==> config.mk <==
export PLATFORM = sky130hd
export DESIGN_NAME = spi_slave_regs_flat
export DESIGN_NICKNAME = d
export VERILOG_FILES = /design/src/rtl/spi_slave_regs_if.sv /design/src/rtl/spi_slave_regs.sv /design/src/flat_wrapper.sv
export SDC_FILE = /design/constraint.sdc
export NUM_CORES = 1
export LEC_CHECK = 0
export CAP_MARGIN = 40
export CORE_MARGIN = 5
export CORE_UTILIZATION = 49
export DETAILED_ROUTE_END_ITERATION = 10
export PLACE_DENSITY_LB_ADDON = 0.1
export SYNTH_ARGS = -nofsm -noshare
export SYNTH_HDL_FRONTEND = slang
export SYNTH_SLANG_ARGS = --single-unit
==> constraint.sdc <==
create_clock -name clk -period 4.6 [get_ports clk]
set_input_delay 0.46 -clock clk [delete_from_list [all_inputs] [get_ports clk]]
set_output_delay 0.46 -clock clk [all_outputs]
set_load 0.005 [all_outputs]
==> src/rtl/spi_slave_regs_if.sv <==
// SPI pin bundle plus the write-report bus of spi_slave_regs.
//   sclk, cs_n, mosi : driven by the SPI master
//   miso, miso_oe    : serial read data and its output enable
//   spi_slv_valid    : one-clk pulse per committed write
//   spi_slv_addr     : address of the last committed write
//   spi_slv_data     : full register contents after the last committed write
interface spi_slave_regs_if #(
  parameter int unsigned AWIDTH = 4,
  parameter int unsigned DWIDTH = 32
);
  logic              sclk;
  logic              cs_n;
  logic              mosi;
  logic              miso;
  logic              miso_oe;
  logic              spi_slv_valid;
  logic [AWIDTH-1:0] spi_slv_addr;
  logic [DWIDTH-1:0] spi_slv_data;

  modport master (
    output sclk, cs_n, mosi,
    input  miso, miso_oe, spi_slv_valid, spi_slv_addr, spi_slv_data
  );

  modport slave (
    input  sclk, cs_n, mosi,
    output miso, miso_oe, spi_slv_valid, spi_slv_addr, spi_slv_data
  );
endinterface

==> src/rtl/spi_slave_regs.sv <==
// SPI mode-0 responder with a bank of 2^AWIDTH registers, DWIDTH bits each.
// Frames are {WR_EN, SIZE[1:0], ADDR, DATA}, MSB first. Writes merge into the
// low L bits of the addressed register and are reported on the bus; reads
// shift the low L bits out on miso.
// Ports:
//   clk, rst_n  : system clock, synchronous active-low reset
//   bus         : spi_slave_regs_if.slave (SPI pins + write-report bus)
//   frame_done  : one-clk pulse when a frame finishes its data phase
//   frame_err   : one-clk pulse when cs_n rises mid-frame
// Build option: define SPI_SLV_SYNC_EN for 2-FF input synchronizers; without
// it a single input register is used (only for clk-derived sclk).
module spi_slave_regs #(
  parameter int unsigned AWIDTH = 4,
  parameter int unsigned DWIDTH = 32
) (
  input  logic            clk,
  input  logic            rst_n,
  spi_slave_regs_if.slave bus,
  output logic            frame_done,
  output logic            frame_err
);
  localparam int unsigned H    = 3 + AWIDTH;
  localparam int unsigned CntW = $clog2(DWIDTH + H + 1);
  localparam int unsigned NReg = 2 ** AWIDTH;

  typedef enum logic [2:0] {StIdle, StHeader, StWdata, StRdata, StWait} state_e;

  // Pin order in the synchronizer vectors: {sclk, cs_n, mosi}.
  logic [2:0] pins;
  assign pins = {bus.sclk, bus.cs_n, bus.mosi};

`ifdef SPI_SLV_SYNC_EN
  logic [2:0] meta_q, meta_d;
`endif
  logic [2:0] sync_q, sync_d;
  logic [1:0] prev_q, prev_d;  // {sclk, cs_n} one clk later, for edge detection

  state_e              state_q, state_d;
  logic [CntW-1:0]     cnt_q, cnt_d;
  logic [CntW-1:0]     len_q, len_d;
  logic [H-2:0]        hdr_q, hdr_d;
  logic [AWIDTH-1:0]   addr_q, addr_d;
  logic [DWIDTH-1:0]   shift_q, shift_d;
  logic [DWIDTH-1:0]   regs_q [NReg];
  logic [DWIDTH-1:0]   regs_d [NReg];
  logic                miso_q, miso_d;
  logic                oe_q, oe_d;
  logic                valid_q, valid_d;
  logic [AWIDTH-1:0]   out_addr_q, out_addr_d;
  logic [DWIDTH-1:0]   out_data_q, out_data_d;
  logic                done_q, done_d;
  logic                err_q, err_d;

  logic              cs_s, mosi_s, rise, fall, cs_fall;
  logic [H-1:0]      hdr_next;
  logic [DWIDTH-1:0] shift_in;
  logic [DWIDTH-1:0] mask;
  logic [DWIDTH-1:0] merged;
  logic [CntW-1:0]   new_len;

  function automatic logic [CntW-1:0] size_len(input logic [1:0] size);
    case (size)
      2'b00:   return CntW'(DWIDTH / 4);
      2'b01:   return CntW'(DWIDTH / 2);
      default: return CntW'(DWIDTH);
    endcase
  endfunction

  function automatic logic [DWIDTH-1:0] len_mask(input logic [CntW-1:0] len);
    logic [DWIDTH-1:0] m;
    m = '0;
    for (int i = 0; i < int'(DWIDTH); i++) m[i] = (i < int'(len));
    return m;
  endfunction

  always_comb begin
`ifdef SPI_SLV_SYNC_EN
    meta_d = pins;
    sync_d = meta_q;
`else
    sync_d = pins;
`endif
    prev_d = sync_q[2:1];
  end

  assign cs_s    = sync_q[1];
  assign mosi_s  = sync_q[0];
  assign rise    = sync_q[2] & ~prev_q[1];
  assign fall    = ~sync_q[2] & prev_q[1];
  // A falling edge needs cs_n seen high first, so a cs_n held low across
  // reset release is ignored until it rises.
  assign cs_fall = ~sync_q[1] & prev_q[0];

  assign hdr_next = {hdr_q, mosi_s};
  assign shift_in = {shift_q[DWIDTH-2:0], mosi_s};
  assign mask     = len_mask(len_q);
  assign merged   = (regs_q[addr_q] & ~mask) | (shift_in & mask);
  assign new_len  = size_len(hdr_next[H-2:H-3]);

  always_comb begin
    state_d    = state_q;
    cnt_d      = cnt_q;
    len_d      = len_q;
    hdr_d      = hdr_q;
    addr_d     = addr_q;
    shift_d    = shift_q;
    regs_d     = regs_q;
    miso_d     = miso_q;
    oe_d       = oe_q;
    valid_d    = 1'b0;
    out_addr_d = out_addr_q;
    out_data_d = out_data_q;
    done_d     = 1'b0;
    err_d      = 1'b0;

    case (state_q)
      StIdle: begin
        if (cs_fall) begin
          state_d = StHeader;
          cnt_d   = '0;
          hdr_d   = '0;
        end
      end
      StHeader: begin
        if (cs_s) begin
          state_d = StIdle;
          err_d   = 1'b1;
        end else if (rise) begin
          hdr_d = hdr_next[H-2:0];
          if (cnt_q == CntW'(H - 1)) begin
            cnt_d  = '0;
            addr_d = hdr_next[AWIDTH-1:0];
            len_d  = new_len;
            if (hdr_next[H-1]) begin
              state_d = StWdata;
              shift_d = '0;
            end else begin
              state_d = StRdata;
              // Left-align the low L bits so the MSB to send sits at the top.
              shift_d = regs_q[hdr_next[AWIDTH-1:0]] << (DWIDTH - int'(new_len));
            end
          end else begin
            cnt_d = cnt_q + 1'b1;
          end
        end
      end
      StWdata: begin
        if (cs_s) begin
          state_d = StIdle;
          err_d   = 1'b1;
        end else if (rise) begin
          shift_d = shift_in;
          if (cnt_q == len_q - 1'b1) begin
            regs_d[addr_q] = merged;
            valid_d        = 1'b1;
            out_addr_d     = addr_q;
            out_data_d     = merged;
            done_d         = 1'b1;
            state_d        = StWait;
          end else begin
            cnt_d = cnt_q + 1'b1;
          end
        end
      end
      StRdata: begin
        if (cs_s) begin
          state_d = StIdle;
          err_d   = 1'b1;
          miso_d  = 1'b0;
          oe_d    = 1'b0;
        end else begin
          if (fall) begin
            miso_d  = shift_q[DWIDTH-1];
            oe_d    = 1'b1;
            shift_d = shift_q << 1;
          end
          if (rise) begin
            if (cnt_q == len_q - 1'b1) begin
              done_d  = 1'b1;
              state_d = StWait;
            end else begin
              cnt_d = cnt_q + 1'b1;
            end
          end
        end
      end
      StWait: begin
        // The falling edge after the last read bit releases miso.
        if (fall || cs_s) begin
          miso_d = 1'b0;
          oe_d   = 1'b0;
        end
        if (cs_s) state_d = StIdle;
      end
      default: state_d = StIdle;
    endcase
  end

  always_ff @(posedge clk) begin
    if (!rst_n) begin
`ifdef SPI_SLV_SYNC_EN
      meta_q     <= '0;
`endif
      sync_q     <= '0;
      prev_q     <= '0;
      state_q    <= StIdle;
      cnt_q      <= '0;
      len_q      <= '0;
      hdr_q      <= '0;
      addr_q     <= '0;
      shift_q    <= '0;
      regs_q     <= '{default: '0};
      miso_q     <= 1'b0;
      oe_q       <= 1'b0;
      valid_q    <= 1'b0;
      out_addr_q <= '0;
      out_data_q <= '0;
      done_q     <= 1'b0;
      err_q      <= 1'b0;
    end else begin
`ifdef SPI_SLV_SYNC_EN
      meta_q     <= meta_d;
`endif
      sync_q     <= sync_d;
      prev_q     <= prev_d;
      state_q    <= state_d;
      cnt_q      <= cnt_d;
      len_q      <= len_d;
      hdr_q      <= hdr_d;
      addr_q     <= addr_d;
      shift_q    <= shift_d;
      regs_q     <= regs_d;
      miso_q     <= miso_d;
      oe_q       <= oe_d;
      valid_q    <= valid_d;
      out_addr_q <= out_addr_d;
      out_data_q <= out_data_d;
      done_q     <= done_d;
      err_q      <= err_d;
    end
  end

  assign bus.miso          = miso_q;
  assign bus.miso_oe       = oe_q;
  assign bus.spi_slv_valid = valid_q;
  assign bus.spi_slv_addr  = out_addr_q;
  assign bus.spi_slv_data  = out_data_q;
  assign frame_done        = done_q;
  assign frame_err         = err_q;
endmodule

==> src/flat_wrapper.sv <==
// flat-port wrapper written by rule: the top's interface ports become plain ports
module spi_slave_regs_flat 
#(
  parameter int unsigned AWIDTH = 4,
  parameter int unsigned DWIDTH = 32
)
  (clk, rst_n, frame_done, frame_err, bus_sclk, bus_cs_n, bus_mosi, bus_miso, bus_miso_oe, bus_spi_slv_valid, bus_spi_slv_addr, bus_spi_slv_data);
  spi_slave_regs_if #(.AWIDTH(AWIDTH), .DWIDTH(DWIDTH)) bus_i ();
  input  logic clk;
  input  logic rst_n;
  output logic frame_done;
  output logic frame_err;
  input wire logic [$bits(bus_i.sclk)-1:0] bus_sclk;
  input wire logic [$bits(bus_i.cs_n)-1:0] bus_cs_n;
  input wire logic [$bits(bus_i.mosi)-1:0] bus_mosi;
  output wire logic [$bits(bus_i.miso)-1:0] bus_miso;
  output wire logic [$bits(bus_i.miso_oe)-1:0] bus_miso_oe;
  output wire logic [$bits(bus_i.spi_slv_valid)-1:0] bus_spi_slv_valid;
  output wire logic [$bits(bus_i.spi_slv_addr)-1:0] bus_spi_slv_addr;
  output wire logic [$bits(bus_i.spi_slv_data)-1:0] bus_spi_slv_data;
  assign bus_i.sclk = bus_sclk;
  assign bus_i.cs_n = bus_cs_n;
  assign bus_i.mosi = bus_mosi;
  assign bus_miso = bus_i.miso;
  assign bus_miso_oe = bus_i.miso_oe;
  assign bus_spi_slv_valid = bus_i.spi_slv_valid;
  assign bus_spi_slv_addr = bus_i.spi_slv_addr;
  assign bus_spi_slv_data = bus_i.spi_slv_data;
  spi_slave_regs #(.AWIDTH(AWIDTH), .DWIDTH(DWIDTH)) u_core (.clk(clk), .rst_n(rst_n), .bus(bus_i), .frame_done(frame_done), .frame_err(frame_err));
endmodule
======== After elaboration in Yosys (flattened, before gate mapping) ========
Cells that the tools add are included.
word-level totals
  bits in registers ....................... 615
  bits of input ports ..................... 5
  output and inout bits ................... 41
  logic and storage cells ................. 178
operators by class
  $add $sub $neg .......................... 3
  order comparisons ....................... 35
  equality and inequality tests ........... 25
  shift-type cells ........................ 1
  mux-type cells .......................... 51
  bitwise gates (word level) .............. 12
  reductions and logical operators ........ 20
operator list
  kind                count
  $bwmux 512          1
  $mux 32             13
  $bmux 32 s4         2
  $demux 32 s4        1
  $lt 5x6->1 const A  16
  $pmux 32 s3         1
  $and 32x32->32      2
  $mux 6              9
  $lt 4x6->1 const A  8
  $not 32->32         1
  $or 32x32->32       1
  $shl 32x32->32      1
  $lt 3x6->1 const A  4
  $mux 3              8
  $pmux 6 s2          2
  $pmux 6 s3          1
  $ne 2x1->1 const B  8
  $ne 3x1->1 const B  5
  $lt 1x6->1 const A  2
  $lt 2x6->1 const A  2
  $pmux 3 s4          1
  $reduce_and 4->1    3
  $ge 5x5->1 const B  2
  $mux 1              10
  other kinds (28)    43

======== Longest topological paths before layout ========
Gate-level depths: netlist of run 1.
  depth after elaboration ................. 10
  mapped depth ............................ 13
  mapped depth without buffers ............ 8

======== Least setup slack after synthesis of run 1 ========
Ideal clock, no wire load.
  path kind ............................... reg2reg
  start ................................... reg u_core.addr_q[0]
  end ..................................... reg u_core.regs_q[100] (netlist name)
  library setup time ...................... 0.133 ns
  arrival time ............................ 3.288 ns
  data required time ...................... 4.467 ns
  setup slack ............................. 1.180 ns
  cell stages (with the launch flop) ...... 9
  buffers on the path ..................... 4
  clock period less this slack ............ 3.420 ns
  cells stage by stage .................... dfxtp_1 > clkbuf_1 > clkbuf_1 > buf_1 > mux4_2 > mux4_2 > mux2i_1 > clkbuf_1 > a21oi_1
between the ends
  word-level cells in the longest chain between the ends .. 7
  elaborated cells between the ends (all ways) .. 12
  those cells by class .................... 2 x order compare; 6 x mux; 3 x bitwise; 1 x reduce/logical
ends and longest elaborated chain
  item                                        RTL line                                     text
  start: declaration                          spi_slave_regs.sv:42                         logic [AWIDTH-1:0] addr_q, addr_d;
  start signal: assignment                    spi_slave_regs.sv:230                        addr_q <= addr_d;
  $not 4->5 (implied by the code) (*)         spi_slave_regs.sv:97, spi_slave_regs.sv:154
  $bmux 32 s4                                 spi_slave_regs.sv:97                         assign merged = (regs_q[addr_q] & ~mask) | (shift_in & mask);
  $mux 32 (implied by the code) (2 in a row)  spi_slave_regs.sv:97
  $and 32x32->32                              spi_slave_regs.sv:97
  $or 32x32->32                               spi_slave_regs.sv:97
  $bwmux 512 (*)                              spi_slave_regs.sv:154                        regs_d[addr_q] = merged;
  end signal: assignment                      spi_slave_regs.sv:232                        regs_q <= regs_d;
  end: declaration                            spi_slave_regs.sv:44                         logic [DWIDTH-1:0] regs_q [NReg];
Every way passes the cells marked *; elsewhere a longest branch is shown, timed or not. The select of a mux whose other input is x is not followed.
A chain may end at the register's enable or synchronous reset.

======== Worst setup path in the final report of run 1 ========
  start ................................... reg u_core.len_q[3]
  end ..................................... reg u_core.regs_q[192] (netlist name)
between the ends
  word-level cells in the longest chain between the ends .. 5
  elaborated cells between the ends (all ways) .. 9
  those cells by class .................... 1 x add/sub; 1 x order compare; 1 x eq/ne; 1 x mux; 4 x bitwise; 1 x reduce/logical
ends and longest elaborated chain
  item                                                 RTL line               text
  start: declaration                                   spi_slave_regs.sv:40   logic [CntW-1:0] len_q, len_d;
  start signal: assignment                             spi_slave_regs.sv:228  len_q <= len_d;
  branches (longest 5 deep; another with $sub 6x1->6)  --
Parallel ways; which one is timed is not known.

==> metrics.md, run 1 <==
| Metric | Value |
|---|---|
| Core region area | 58700 µm² |
| Switching part of the total power | 0.215 |
| Worst slack at placement | 0.894 ns |
| Clock Power Share | 0.498 |
| Diodes inserted | 0 |
| CP max stage cell | or4_1 |
| Full die area | 63900 µm² |
| Hold Path Origin | rst_n |
| Flop-to-flop setup slack | 0.82 ns |
| Compound-Gate Fraction of Synth Area | 0.245 |
| CP startpoint kind | flip-flop |
| Root Buffer Master | clkbuf_16 |
| WP data required | 5.13 ns |
| Gr ovfl total | 0 |
| Fill count | 5002 |
| Outcome | completed |
| Hpwl dp | 53.7 mm |
| Area leader, netlist | dfxtp_1 |
| Synthesized area | 28900 µm² |
| Gate power share | 0.019 |
| Clock skew | 0.0234 ns |
| Crit path cell chain | inv_1 > ha_1 > xnor2_1 > or4_1 > or4_1 > buf_4 > nor4_4 > buf_4 > o21ai_0 > a21oi_1 |
| Largest net degree at the start of global routing | 219 |
| Number of port buffers | 45 |
| RSZ-0062 raised after global routing | false |
| Synthesized area per cell | 9.99 µm² |
| Hold depth | 3 |
| Vias | 24000 |
| Fin. max-slew vios | 0 |
| Sequential-to-total area share from yosys stat | 0.424 |
| Synth Area in Adders | 0.00130 |
| ANT nets after route | 0 |
| Number of global-route vias before repair | 23300 |
| Most frequent cells after synthesis | dfxtp_1, a21oi_1, o21ai_0, clkbuf_1, mux4_2 |
| Remaining DRCs | 0 |
| Vias per cell | 6.63 |
| Mux contribution to synthesized area | 0.237 |
| CTS Buf Count | 68 |
| Top FF cell, synth | dfxtp_1 |
| Syn Inst Count | 2893 |
| H-Tree Depth | 3 |
| Worst Reg-to-Reg Cells | 10 |
| Crit-path max cell delay | 0.61 ns |
| Buffers & Inverters on Critical Path | 3 |
| Kind of critical path | reg -> reg |
| Final period util | 0.823 |
| CP endpoint kind | flip-flop |
| Initial antenna violation count | 0 |
| R2R Path End | u_core.regs_q[192]$_SDFFE_PN0P_ |
| Final net count | 2805 |
| CTS Buffer Depth | 3 |
| Area growth syn-to-layout | 12.2% |
| Setup violators final | 0 |
| Placed cells | 3500 |
| Synth Area in XOR/XNOR | 0.00264 |
| Post-cts hold buffer count | 0 |
| Sink Count | 612 |
| EDFF count, synth | 0 |
| Sequential power share | 0.483 |
| Synth Register Bits | 612 |
| Worst min path class | in -> reg |
| Slew @ Worst Pin | 0.957 ns |
| Simple-gate share of the synthesized area | 0.0436 |
| I/O Pins | 46 |
| Die W | 253 µm |
| Gpl congestion | 0.834 |
| Initial Util | 0.492 |
| FFs w/ async S/R, synth | 0 |
| Final hold slack | 0.385 ns |
| Fin crit period | 3.78 ns |
| Hold endpoint | u_core.regs_q[214]$_SDFFE_PN0P_ |
| Largest family of logic cells by synthesized area | compound AO/OA/AOI/OAI gates |
| Worst vdd ir | 336 µV |
| Most frequent cell after synthesis | dfxtp_1 |
| Initial detailed-routing violation count | 2438 |
| P_sw | 2.37 mW |
| CP max FO | 48 |
| Core Rows | 89 |
| Pwr Density | 340 nW/µm² |
| Clock transition at path regs | 0.06 ns |
| Synthesized net count | 2901 |
| Routed wire length | 92.2 mm |
| Crit path DAT | 4.31 ns |
| DRT Pass-1 Iters | 5 |
| Synth unique cells | 61 |
| Int Pwr | 8.65 mW |
| Family with the most delay on the worst path | simple AND/OR/NAND/NOR gates |
| Hold Violations, Final | 0 |
| Synth top area cells | dfxtp_1, mux4_2, a21oi_1, o21ai_0, mux2i_1 |
| Max Cap Viol | 0 |
| GRT Util Overall | 0.283 |
| Design Power | 11.0 mW |
| Wire per inst | 25.5 µm |
| Static leakage | 11.3 nW |
| Global-route wire length before repair | 142 mm |
| Yosys warning count | 0 |
| Post-CTS resize count | 0 |
| Max-slew headroom | 0.362 |
| Top-area cell type share of the netlist area | 0.424 |
| Achievable Freq | 264 MHz |
| Final setup margin | 0.816 ns |
| Core Util, Final | 0.553 |
| Die Y | 253 µm |
| Crit Reg-Reg Startpoint | u_core.len_q[3]$_SDFFE_PN0P_ |
| Finished Layout Cells | 3618 |
| Final instance area | 32400 µm² |
| Post-DP Area | 30200 µm² |
| Worst-skew pair later-pin latency | 0.62 ns |
| Post-CTS setup buffers | 0 |
| Setup TNS | 0 ns |
| Layout cell share with drive strength beyond 1 | 0.173 |
| CTS tree | built |
-- worst max-delay path by stage --
stage	start	end	cells past startpoint
2_1_floorplan	u_core.addr_q[0]$_SDFFE_PN0P_	u_core.regs_q[100]$_SDFFE_PN0P_	8
3_3_place_gp	u_core.len_q[3]$_SDFFE_PN0P_	u_core.regs_q[488]$_SDFFE_PN0P_	10
3_5_place_dp	u_core.len_q[3]$_SDFFE_PN0P_	u_core.regs_q[397]$_SDFFE_PN0P_	10
4_1_cts	u_core.len_q[3]$_SDFFE_PN0P_	u_core.regs_q[192]$_SDFFE_PN0P_	10
5_1_grt	u_core.len_q[3]$_SDFFE_PN0P_	u_core.regs_q[388]$_SDFFE_PN0P_	10
6_report	u_core.len_q[3]$_SDFFE_PN0P_	u_core.regs_q[192]$_SDFFE_PN0P_	10
-- logic make-up (layout without fill, tap and decap cells) --
group,Yosys count,count (layout)
compound gates,1321,1321
flops,612,612
mux,397,397
buf+inv,335,287
simple gates,218,218
xor+xnor,7,7
fa+ha+maj,3,3
-- routing by layer --
layer  vias to the layer above  track usage  routed length (µm)
li1                      10800            -                   -
met1                     12000        0.396               39700
met2                       928        0.440               42400
met3                       200       0.0575                6920
met4                         0       0.0981                3190
met5                         -            0                   0
-- layout make-up --
cell class	count	area (µm²)	area share
clock buffer	104	2070	0.0638
clock inverter	14	178	0.00548
inverter	11	41.3	0.00127
multi-input combinational	1946	15400	0.473
sequential	612	12300	0.378
tap	773	967	0.0298
timing repair buffer	158	1550	0.0479
-- placed cells by master (no fill, tap or decap), drive strengths merged, types with 9 or more instances in the layout --
cell type	instances
clkdlybuf4s50	44
nor3	16
and2	10
o21ai	591
a31oi	9
buf	114
nand2	77
clkinv	9
a21oi	579
mux2i	159
a21boi	12
a22oi	44
nand3	26
nor4	10
inv	12
dfxtp	612
nor2	35
nor2b	17
mux4	230
a32oi	13
a221oi	41
clkbuf	104
-- worst min-delay path: cells and delay by family --
kind                   cells  cell delay [ns]
buffers and inverters      1             0.25
AO/OA/AOI/OAI              2             0.20
-- power groups by stage --
stage	Combinational [mW]	Sequential, mW	Clock [mW]
2_1_floorplan	0.173	5.42	0
3_3_place_gp	0.209	5.44	0
3_5_place_dp	0.213	5.44	0
4_1_cts	0.213	5.32	5.59
5_1_grt	0.229	5.32	5.79
6_report	0.214	5.32	5.48
-- flip-flops by register name, indices dropped and copies added (netlist names), 4 cells and up --
signal,cells
u_core.regs_q,512
u_core.bus.spi_slv_data,32
u_core.shift_q,32
u_core.cnt_q,6
u_core.hdr_q,6
u_core.addr_q,4
u_core.bus.spi_slv_addr,4
No activity file was read; power rests on OpenSTA's default activity.
==> run 2, diff against run 1 <==
==> constraint.sdc (replaced) <==
create_clock -name clk -period 3.4 [get_ports clk]
set_input_delay 0.34 -clock clk [delete_from_list [all_inputs] [get_ports clk]]
set_output_delay 0.34 -clock clk [all_outputs]
set_load 0.005 [all_outputs]
==> metrics.md, run 2 (synthesized netlist as in run 1, its figures left out) <==
| Metric | Value |
|---|---|
| Outcome | completed |
| Fin. max-slew vios | 0 (unchanged) |
| Root Buffer Master | clkbuf_16 |
| Largest register FFs | 512 (unchanged) |
| Crit path DAT | 3.72 ns (-0.59 ns) |
| H-Tree Depth | 3 (unchanged) |
| Most frequent cells in the layout | dfxtp_1, a21oi_1, o21ai_0 |
| Die Y | 253 µm (unchanged) |
| Hpwl dp | 56.6 mm (+5.4%) |
| Vias | 24100 (+0.45%) |
| Vias per cell | 6.59 (-0.57%) |
| Hold Violations, Final | 0 (unchanged) |
| Pwr Density | 453 nW/µm² (+33%) |
| Full die area | 63900 µm² (unchanged) |
| Core Rows | 89 (unchanged) |
| Placed cells | 3537 (+1.1%) |
| CP max FO | 50 (+4.2%) |
| GRT Util Overall | 0.281 (-0.00116) |
| Number of port buffers | 45 (unchanged) |
| Global-route wire length before repair | 141 mm (-0.12%) |
| Largest net degree at the start of global routing | 162 (-26%) |
| Worst vdd ir | 495 µV (+47%) |
| Commonest non-fill, non-tap cell in the layout | dfxtp_1 |
| Crit path cell chain | inv_1 > ha_1 > xnor2_1 > or4_1 > or4_1 > buf_12 > nor4b_4 > buf_12 > o21ai_0 > a21oi_1 |
| Post-CTS setup buffers | 0 (unchanged) |
| P_sw | 3.24 mW (+37%) |
| Most flops, register | u_core.regs_q |
| Sequential power share | 0.482 (about the same) |
| Finished Layout Cells | 3655 (+1.0%) |
| Die W | 253 µm (unchanged) |
| Setup TNS | 0 ns (unchanged) |
| CP startpoint kind | flip-flop |
| Initial Util | 0.492 (unchanged) |
| Max-slew headroom | 0.432 (+0.0697) |
| Fin crit period | 3.19 ns (-0.594 ns) |
| Clock skew | 0.0234 ns (-0.00000660 ns) |
| Setup violators final | 0 (unchanged) |
| CTS Buffer Depth | 3 (unchanged) |
| Final net count | 2844 (+1.4%) |
| Slew @ Worst Pin | 0.853 ns (-0.105 ns) |
| DRT Pass-1 Iters | 6 (+1) |
| Layout cell share with drive strength beyond 1 | 0.183 (+0.00992) |
| WP data required | 3.93 ns (-1.20 ns) |
| Diodes inserted | 0 (unchanged) |
| Area growth syn-to-layout | 13.9% |
| CP endpoint kind | flip-flop |
| Achievable Freq | 313 MHz (+19%) |
| CTS Buf Count | 70 (+2.9%) |
| ANT nets after route | 0 (unchanged) |
| Remaining DRCs | 0 (unchanged) |
| Worst-skew pair later-pin latency | 0.61 ns (about the same) |
| Gpl congestion | 0.882 (+5.8%) |
| Gr ovfl total | 0 (unchanged) |
| Clock Power Share | 0.498 (about the same) |
| Routed wire length | 92.4 mm (+0.20%) |
| Max Cap Viol | 0 (unchanged) |
| Initial detailed-routing violation count | 2540 (+4.2%) |
| CP max stage cell | or4_1 |
| CTS tree | built |
| Final period util | 0.938 (+0.116) |
| Post-CTS resize count | 0 (unchanged) |
| Fill count | 4936 (-1.3%) |
| Sink Count | 612 (unchanged) |
| RSZ-0062 raised after global routing | false |
| Gate power share | 0.020 (about the same) |
| I/O Pins | 46 (unchanged) |
| Core region area | 58700 µm² (unchanged) |
| Crit-path max cell delay | 0.58 ns (-0.03 ns) |
| Static leakage | 11.5 nW (+2.0%) |
| Worst min path class | in -> reg |
| Post-cts hold buffer count | 0 (unchanged) |
| Switching part of the total power | 0.217 (+0.00260) |
| Int Pwr | 11.7 mW (+35%) |
| Wire per inst | 25.3 µm (-0.82%) |
| Kind of critical path | reg -> reg |
| Clock transition at path regs | 0.06 ns (about the same) |
| Number of global-route vias before repair | 23100 (-0.69%) |
| Initial antenna violation count | 1 (+1) |
[run 2: changes by cell type in the layout (fill, tap and decap cells not counted), sizes merged]
cell	previous run	this run
buf	114	151
bufinv	3	1
clkbuf	104	106
clkinvlp	1	2
inv	12	11
[run 2: per-layer routing]
layer  share of wire  routed length (µm)  up-vias  global-route usage
met1            0.42               39200    11900               0.395
met3           0.081                7510      215              0.0607
met5         0.00014                  13        -                   0
li1                -                   -    10900                   -
met2            0.46               42300     1053               0.435
met4           0.036                3350        2              0.0995
[run 2: final timing paths]
path / start / endpoint / slack (ns) / depth (start not counted)
worst min register to register: u_core.bus.miso$_SDFFE_PN0P_ / u_core.bus.miso$_SDFFE_PN0P_ / 0.47 / 2
worst min-delay path: rst_n / u_core.state_q[2]$_SDFFE_PN0P_ / 0.20 / 2
worst max register to register: u_core.len_q[3]$_SDFFE_PN0P_ / u_core.regs_q[391]$_SDFFE_PN0P_ / 0.21 / 10
worst max-delay path: u_core.len_q[3]$_SDFFE_PN0P_ / u_core.regs_q[391]$_SDFFE_PN0P_ / 0.21 / 10
[run 2: cell type report]
type	count	area [µm²]	area share
Multi-Input combinational cell	1946	15400	0.466
Sequential cell	612	12300	0.373
Clock buffer	106	2130	0.0647
Timing Repair Buffer	195	2040	0.0620
Tap cell	773	967	0.0294
Clock inverter	12	120	0.00365
Inverter	11	41.3	0.00125
[run 2: critical path: cells and delay by family (launching register included)]
kind,cells,cell delay [ns]
flops,1,0.32
xor+xnor,1,0.14
buf+inv,3,0.58
fa+ha+maj,1,0.29
simple gates,3,1.46
compound gates,2,0.28
[run 2: power by group through the flow]
stage,Clock [mW],Sequential [mW],Combinational (mW)
after global placement,0,7.34,0.301
after global routing,7.82,7.18,0.326
after detailed placement,0,7.34,0.305
after floorplan,0,7.34,0.235
final,7.42,7.19,0.305
after CTS,7.54,7.19,0.304
[run 2: stage by stage]
| stage | worst slack (ns) | total power, mW | instance area [µm²] | hold WS [ns] | utilization |
|---|---|---|---|---|---|
| 6_report | 0.210 | 14.9 | 32900 | 0.200 | 0.561 |
| 5_1_grt | 0.0152 | 15.3 | 32900 | 0.216 | 0.561 |
| 4_1_cts | 0.214 | 15.0 | 32900 | 0.174 | 0.561 |
| 3_5_place_dp | 0.227 | 7.65 | 30700 | 0.464 | 0.523 |
| 3_3_place_gp | 0.268 | 7.65 | 30700 | 0.460 | 0.522 |
| 2_1_floorplan | 0.00870 | 7.57 | 28900 | 0.455 | - |
==> patch 1, RTL diff (flow settings as in run 2) <==
The 5 states of `state_e` get a one-hot encoding in 5 bits.
--- a/src/rtl/spi_slave_regs.sv
+++ b/src/rtl/spi_slave_regs.sv
@@ -24,5 +24,5 @@
   localparam int unsigned NReg = 2 ** AWIDTH;
 
-  typedef enum logic [2:0] {StIdle, StHeader, StWdata, StRdata, StWait} state_e;
+  typedef enum logic [4:0] {StIdle = 5'b00001, StHeader = 5'b00010, StWdata = 5'b00100, StRdata = 5'b01000, StWait = 5'b10000} state_e;
 
   // Pin order in the synchronizer vectors: {sclk, cs_n, mosi}.
Check against the original RTL: same outputs for any inputs over 4 cycles, from zero or initial values and one cycle with rst_n low; so few cycles prove little.
==> patch 1 against run 2 <==
Design area grew 4.2%; sequential cell count increased by 2; setup slack better by 0.32 ns; power rose by 2.9%; routed wire length increased by 1.9%; area after synthesis increased by 6.0%; synthesized cell count fell by 2.1%.
==> patch 1: results (changes against run 2) <==
status:
  status: "complete, no violations"  # unchanged
placement:
  gp_congestion: 0.814  # was 0.882
  place_inst: 3494  # was 3537
  port-buffer-count: 45  # unchanged
  place_ws_ns: 0.512  # was 0.227 ns
  dp_hpwl_mm: 54.9  # was 56.6 mm
global_routing:
  grt_util_all_layers_pct: 27.6  # was 28.1%
  grt.met2_usage_pct: 44.2  # was 43.5%
  grt_use_met1_pct: 39.4  # was 39.5%
  antenna_found_initial: 0  # was 1
  first_global_vias: 23200  # was 23100
  grt_pass1_wl_mm: 145  # was 141 mm
  grt_max_degree: 169  # was 162
  met3_usage_pct: 3.79  # was 6.07%
finish:
  num_antenna_cells: 0  # unchanged
  largest_register_ffs: 512  # unchanged
  largest-register: "u_core.regs_q"  # unchanged
  drive_gt1_share_pct: 21.3  # was 18.3%
  fin_nets: 2737  # was 2844
  fill_cells: 5289  # was 4936
power:
  sw_frac_of_total_pct: 21.7  # about the same
  leakage_nw: 10.2  # was 11.5 nW
  ir_worst_vdd_mv: 0.382  # was 0.495 mV
synthesis:
  yosysSeqAreaShare_pct: 40.1  # was 42.4%
  synthesis.nets: 2841  # was 2901
  synthTopCellsByArea: "dfxtp_1 40%, mux4_2 21%, a211oi_1 13%, nor2_1 6.9%, mux2i_4 2.3%"  # was dfxtp_1 42%, mux4_2 18%, a21oi_1 10%, o21ai_0 8.7%, mux2i_1 5.5%
  yosysUniqueCellTypes: 67  # was 61
  synth_top_cells_by_count: "614 x dfxtp_1, 566 x nor2_1, 530 x a211oi_1"  # was 612 x dfxtp_1, 579 x a21oi_1, 505 x o21ai_0
  yosys_warnings: 0  # unchanged
  synth-async-reset-ratio_pct: 0  # unchanged
  avgSynthCellArea_um2: 10.8  # was 9.99 um2
worst_setup_path:
  crit_path_max_fanout: 27  # was 50
  max_stage_delay_ns: 0.78  # was 0.58 ns
  cp.arrival_ns: 3.35  # was 3.72 ns
  crit_slowest_cell: "dfxtp_4"  # was or4_1
clocking:
  cts-root-buf: "clkbuf_16"  # unchanged
  cts_resized: 0  # unchanged
  cts-htree-levels: 3  # unchanged
  post_cts_buffers: 0  # unchanged
  clk_path_buf_depth: 3  # unchanged
detailed_routing:
  avgRoutedWirePerCell_um: 26.0  # was 25.3 um
  firstDrtPassIters: 5  # was 6
  initialDrtViolationCount: 1976  # was 2540
  vias: 23600  # was 24100
  finalWirelength_mm: 94.2  # was 92.4 mm
  drcViolationCount: 0  # unchanged
sta:
  fin_worst_skew_ns: 0.0224  # was 0.0234 ns
  worst_pin_slew_ns: 0.855  # was 0.853 ns
min_path:
  timing.hold.worst.class: "in -> reg"  # unchanged
-- patch 1: worst paths after layout --
check	startpoint	to	slack, ns	cells after the start
worst max-delay path	u_core.sync_q[0]	u_core.shift_q[27]	0.53	7
worst max register to register	u_core.sync_q[0]	u_core.shift_q[27]	0.53	7
worst min register to register	u_core.bus.miso	u_core.bus.miso	0.46	2
worst min-delay path	rst_n	u_core.bus.spi_slv_data[0]	0.25	3
-- patch 1: logic make-up (layout without fill, tap and decap cells) --
kind of cell	count (synthesis)	count (layout)	share of synthesized area, %
AND/OR/NAND/NOR	744	744	11.0
adder cells (fa/ha/maj)	3	3	0.123
AO/OA/AOI/OAI	744	744	17.7
multiplexers	394	394	26.0
buffers and inverters	328	279	4.90
flip-flops	614	614	40.1
XOR/XNOR	6	6	0.216
-- patch 1: per-stage QoR --
| step | instance area, um2 | hold slack, ns |
|---|---|---|
| finish | 34300 | 0.254 |
| global route | 34300 | 0.297 |
| CTS | 34300 | 0.254 |
| detailed placement | 31900 | 0.451 |
| global placement | 31800 | 0.446 |
| floorplan | 30600 | 0.443 |
-- patch 1: final cells by class --
class / count / share of cell area (%)
multi-input combinational: 1891 / 49.2
tap: 837 / 3.05
clock buffer: 103 / 6.06
timing repair buffer: 143 / 4.81
clock inverter: 24 / 0.879
sequential: 614 / 35.9
inverter: 9 / 0.120
-- patch 1: per-layer routing --
metal,part of all wire (%),wire length [um],vias to the layer above
li1,-,-,10700
met1,43,41000,11800
met2,47,43900,934
met3,7.2,6760,167
met4,2.7,2520,0
met5,0,0,-
-- patch 1: worst max-delay path: cells and delay by family (launching register included) --
| family | cells | cell delay [ns] |
|---|---|---|
| mux | 2 | 0.84 |
| flops | 1 | 0.78 |
| buf+inv | 2 | 0.71 |
| compound gates | 2 | 0.28 |
| simple gates | 1 | 0.12 |
-- patch 1: power groups by stage --
stage	sequential, W	clock [W]	combinational [W]
floorplan	0.00736	0	0.000232
global placement	0.00738	0	0.000288
detailed placement	0.00738	0	0.000302
CTS	0.00722	0.00796	0.000303
global route	0.00722	0.00827	0.000323
finish	0.00722	0.00782	0.000302
==> patch 2, RTL diff (config.mk and constraints of run 2) <==
Without the edit above. `DWIDTH` is set to 32 in 3 places; all go to 16.
--- a/src/rtl/spi_slave_regs_if.sv
+++ b/src/rtl/spi_slave_regs_if.sv
@@ -7,5 +7,5 @@
 interface spi_slave_regs_if #(
   parameter int unsigned AWIDTH = 4,
-  parameter int unsigned DWIDTH = 32
+  parameter int unsigned DWIDTH = 16
 );
   logic              sclk;
--- a/src/rtl/spi_slave_regs.sv
+++ b/src/rtl/spi_slave_regs.sv
@@ -12,5 +12,5 @@
 module spi_slave_regs #(
   parameter int unsigned AWIDTH = 4,
-  parameter int unsigned DWIDTH = 32
+  parameter int unsigned DWIDTH = 16
 ) (
   input  logic            clk,
--- a/src/flat_wrapper.sv
+++ b/src/flat_wrapper.sv
@@ -3,5 +3,5 @@
 #(
   parameter int unsigned AWIDTH = 4,
-  parameter int unsigned DWIDTH = 32
+  parameter int unsigned DWIDTH = 16
 )
   (clk, rst_n, frame_done, frame_err, bus_sclk, bus_cs_n, bus_mosi, bus_miso, bus_miso_oe, bus_spi_slv_valid, bus_spi_slv_addr, bus_spi_slv_data);
Interface: changed (resized bus_spi_slv_data); port bits go from 46 to 30. No check against the original RTL was run, so the function may have changed too.
==> patch 2 against run 2 <==
Count of clock-buffer cells in the layout shrank 50; hold slack gained 0.17 ns; synthesized cell count shrank 48%; setup slack gained 0.24 ns; die area shrank 42%; power shrank 46%; area after synthesis shrank 43%; sequential cell count shrank 289; non-clock buffer count shrank 89; routed wire length shrank 48%; sequential share of layout area shrank 2.5 points; design area shrank 43%; cell count shrank 46%; sequential power shrank 46%; largest power group is now registers.
==> patch 2: results (changes against run 2) <==
detailed_routing:
  finalWirelength_mm: 47.7  # was 92.4 mm
  initialDrtViolationCount: 1179  # was 2540
  firstDrtPassIters: 5  # was 6
  via_per_inst: 6.38  # was 6.59
worst_setup_path:
  timing.rr.end: "u_core.regs_q[21]"  # was u_core.regs_q[391]
  crit_type: "reg -> reg"  # unchanged
  max_stage_delay_ns: 0.50  # was 0.58 ns
  cp.arrival_ns: 3.39  # was 3.72 ns
  reg2reg_setup_slack_ns: 0.45  # was 0.21 ns
  crit_path_max_fanout: 24  # was 50
  crit_slowest_cell: "nand3b_4"  # was or4_1
  r2r_start: "u_core.len_q[3]"  # unchanged
  setup.worst_path.end: "u_core.regs_q[21]"  # was u_core.regs_q[391]
  r2r_cells: 9  # was 10
  path_delay_family: "simple AND/OR/NAND/NOR gates"  # unchanged
power:
  leakage_nw: 9.12  # was 11.5 nW
  ir_worst_vdd_mv: 0.313  # was 0.495 mV
synthesis:
  avgSynthCellArea_um2: 10.9  # was 9.99 um2
  synth_fa_ha_area_share_pct: 0.228  # was 0.130%
  yosys_warnings: 0  # unchanged
  synth-compound-area-share_pct: 21.4  # was 24.5%
  synth_mux_area_share_pct: 22.8  # was 23.7%
  synthTopCellsByArea: "dfxtp_1 39%, mux4_2 18%, o211a_1 15%, nand2_1 6.1%, clkbuf_1 2.3%"  # was dfxtp_1 42%, mux4_2 18%, a21oi_1 10%, o21ai_0 8.7%, mux2i_1 5.5%
  synth-async-reset-ratio_pct: 0  # unchanged
  yosysUniqueCellTypes: 59  # was 61
  yosysSeqAreaShare_pct: 39.3  # was 42.4%
  synthXorXnorAreaFrac_pct: 0.403  # was 0.264%
  synth_top_cells_by_count: "323 x dfxtp_1, 267 x nand2_1, 239 x o211a_1"  # was 612 x dfxtp_1, 579 x a21oi_1, 505 x o21ai_0
  synthesis.nets: 1524  # was 2901
clocking:
  clock_latency_ns: 0.53  # was 0.61 ns
  numCtsBuffers: 37  # was 70
  post_cts_buffers: 0  # unchanged
  cts-root-buf: "clkbuf_16"  # unchanged
  clk_pin_slew_ns: 0.06  # about the same
  cts-htree-levels: 2  # was 3
  cts_resized: 0  # unchanged
  clk_path_buf_depth: 3  # unchanged
global_routing:
  grt_max_degree: 170  # was 162
  antenna_found_initial: 1  # unchanged
  grt_pass1_wl_mm: 73.9  # was 141 mm
  first_global_vias: 12000  # was 23100
  grt_util_all_layers_pct: 24.9  # was 28.1%
placement:
  dpl_cell_area_mm2: 0.0175  # was 0.0307 mm2
  dp_hpwl_mm: 30.3  # was 56.6 mm
  port-buffer-count: 29  # was 45
  place_inst: 1905  # was 3537
  gp_congestion: 0.841  # was 0.882
  place_ws_ns: 0.504  # was 0.227 ns
sta:
  fmax_ghz: 0.339  # was 0.313 GHz
  timing.slew.headroom_pct: 26.0  # was 43.2%
  fin_worst_skew_ns: 0.0137  # was 0.0234 ns
finish:
  fin_cells: 1967  # was 3655
  largest_register_ffs: 256  # was 512
  drive_gt1_share_pct: 20.7  # was 18.3%
min_path:
  timing.hold.worst.class: "in -> reg"  # unchanged
status:
  status: "complete, no violations"  # unchanged
-- patch 2: changes by cell type in the layout (fill, tap and decap cells not counted), moves of 33 or more --
| cell | run 2 | this run |
|---|---|---|
| nand2_1 | 77 | 267 |
| a221oi_1 | 41 | 8 |
| clkbuf_16 | 73 | 39 |
| a21oi_1 | 578 | 34 |
| dfxtp_1 | 606 | 317 |
| o21ai_1 | 86 | 1 |
| buf_4 | 113 | 62 |
| mux2i_1 | 159 | 34 |
| o211a_1 | 0 | 239 |
| mux4_2 | 230 | 130 |
| o21ai_0 | 505 | 61 |
-- patch 2: routing by layer --
| layer | up-vias | wire (um) | track usage (%) |
|---|---|---|---|
| met5 | - | 13 | 0 |
| met4 | 2 | 1730 | 7.74 |
| met3 | 101 | 3150 | 4.68 |
| met2 | 418 | 21800 | 39.3 |
| met1 | 6316 | 21000 | 35.0 |
| li1 | 5708 | - | - |
-- patch 2: report_power, final --
| group | total [W] | switching [W] | internal, W | leakage [nW] |
|---|---|---|---|---|
| Clock | 0.00388 | 0.00156 | 0.00231 | 0.563 |
| Sequential | 0.00389 | 0.0000646 | 0.00382 | 2.61 |
| Combinational | 0.000288 | 0.000180 | 0.000108 | 5.95 |
-- patch 2: layout make-up --
cell class,instances,area (um2)
fillers,2968,14700
multi-input cells,1020,9370
flip-flops and latches,323,6480
clock buffers,56,1070
repair buffers,106,1060
well taps,448,561
clock inverters,6,83.8
inverters,8,30.0
-- patch 2: worst min-delay path by stage --
stage	start	endpoint	slack, ns	depth (start not counted)
after CTS	bus_mosi	u_core.sync_q[0]	0.39	2
final	rst_n	u_core.regs_q[207]	0.37	2
after global placement	u_core.bus.miso	u_core.bus.miso	0.45	2
after global routing	bus_mosi	u_core.sync_q[0]	0.38	2
after floorplan	u_core.shift_q[15]	u_core.bus.miso	0.46	2
after detailed placement	u_core.bus.miso	u_core.bus.miso	0.46	2
-- patch 2: logic make-up (layout without fill, tap and decap cells) --
logic type,Yosys count,after routing
AO/OA/AOI/OAI,423,423
AND/OR/NAND/NOR,393,393
flip-flops,323,323
multiplexers,195,195
buffers and inverters,173,176
XOR/XNOR,6,6
adder cells (fa/ha/maj),3,3
-- patch 2: worst register-to-register path, delay by kind of cell (launching register included) --
kind | cells | cell delay (ns)
buffers and inverters | 2 | 0.47
AOI/OAI and AO/OA | 2 | 0.36
DFF | 1 | 0.43
and+or+nand+nor | 3 | 1.18
adders and majority gates | 1 | 0.30
xor gates and xnor gates | 1 | 0.14
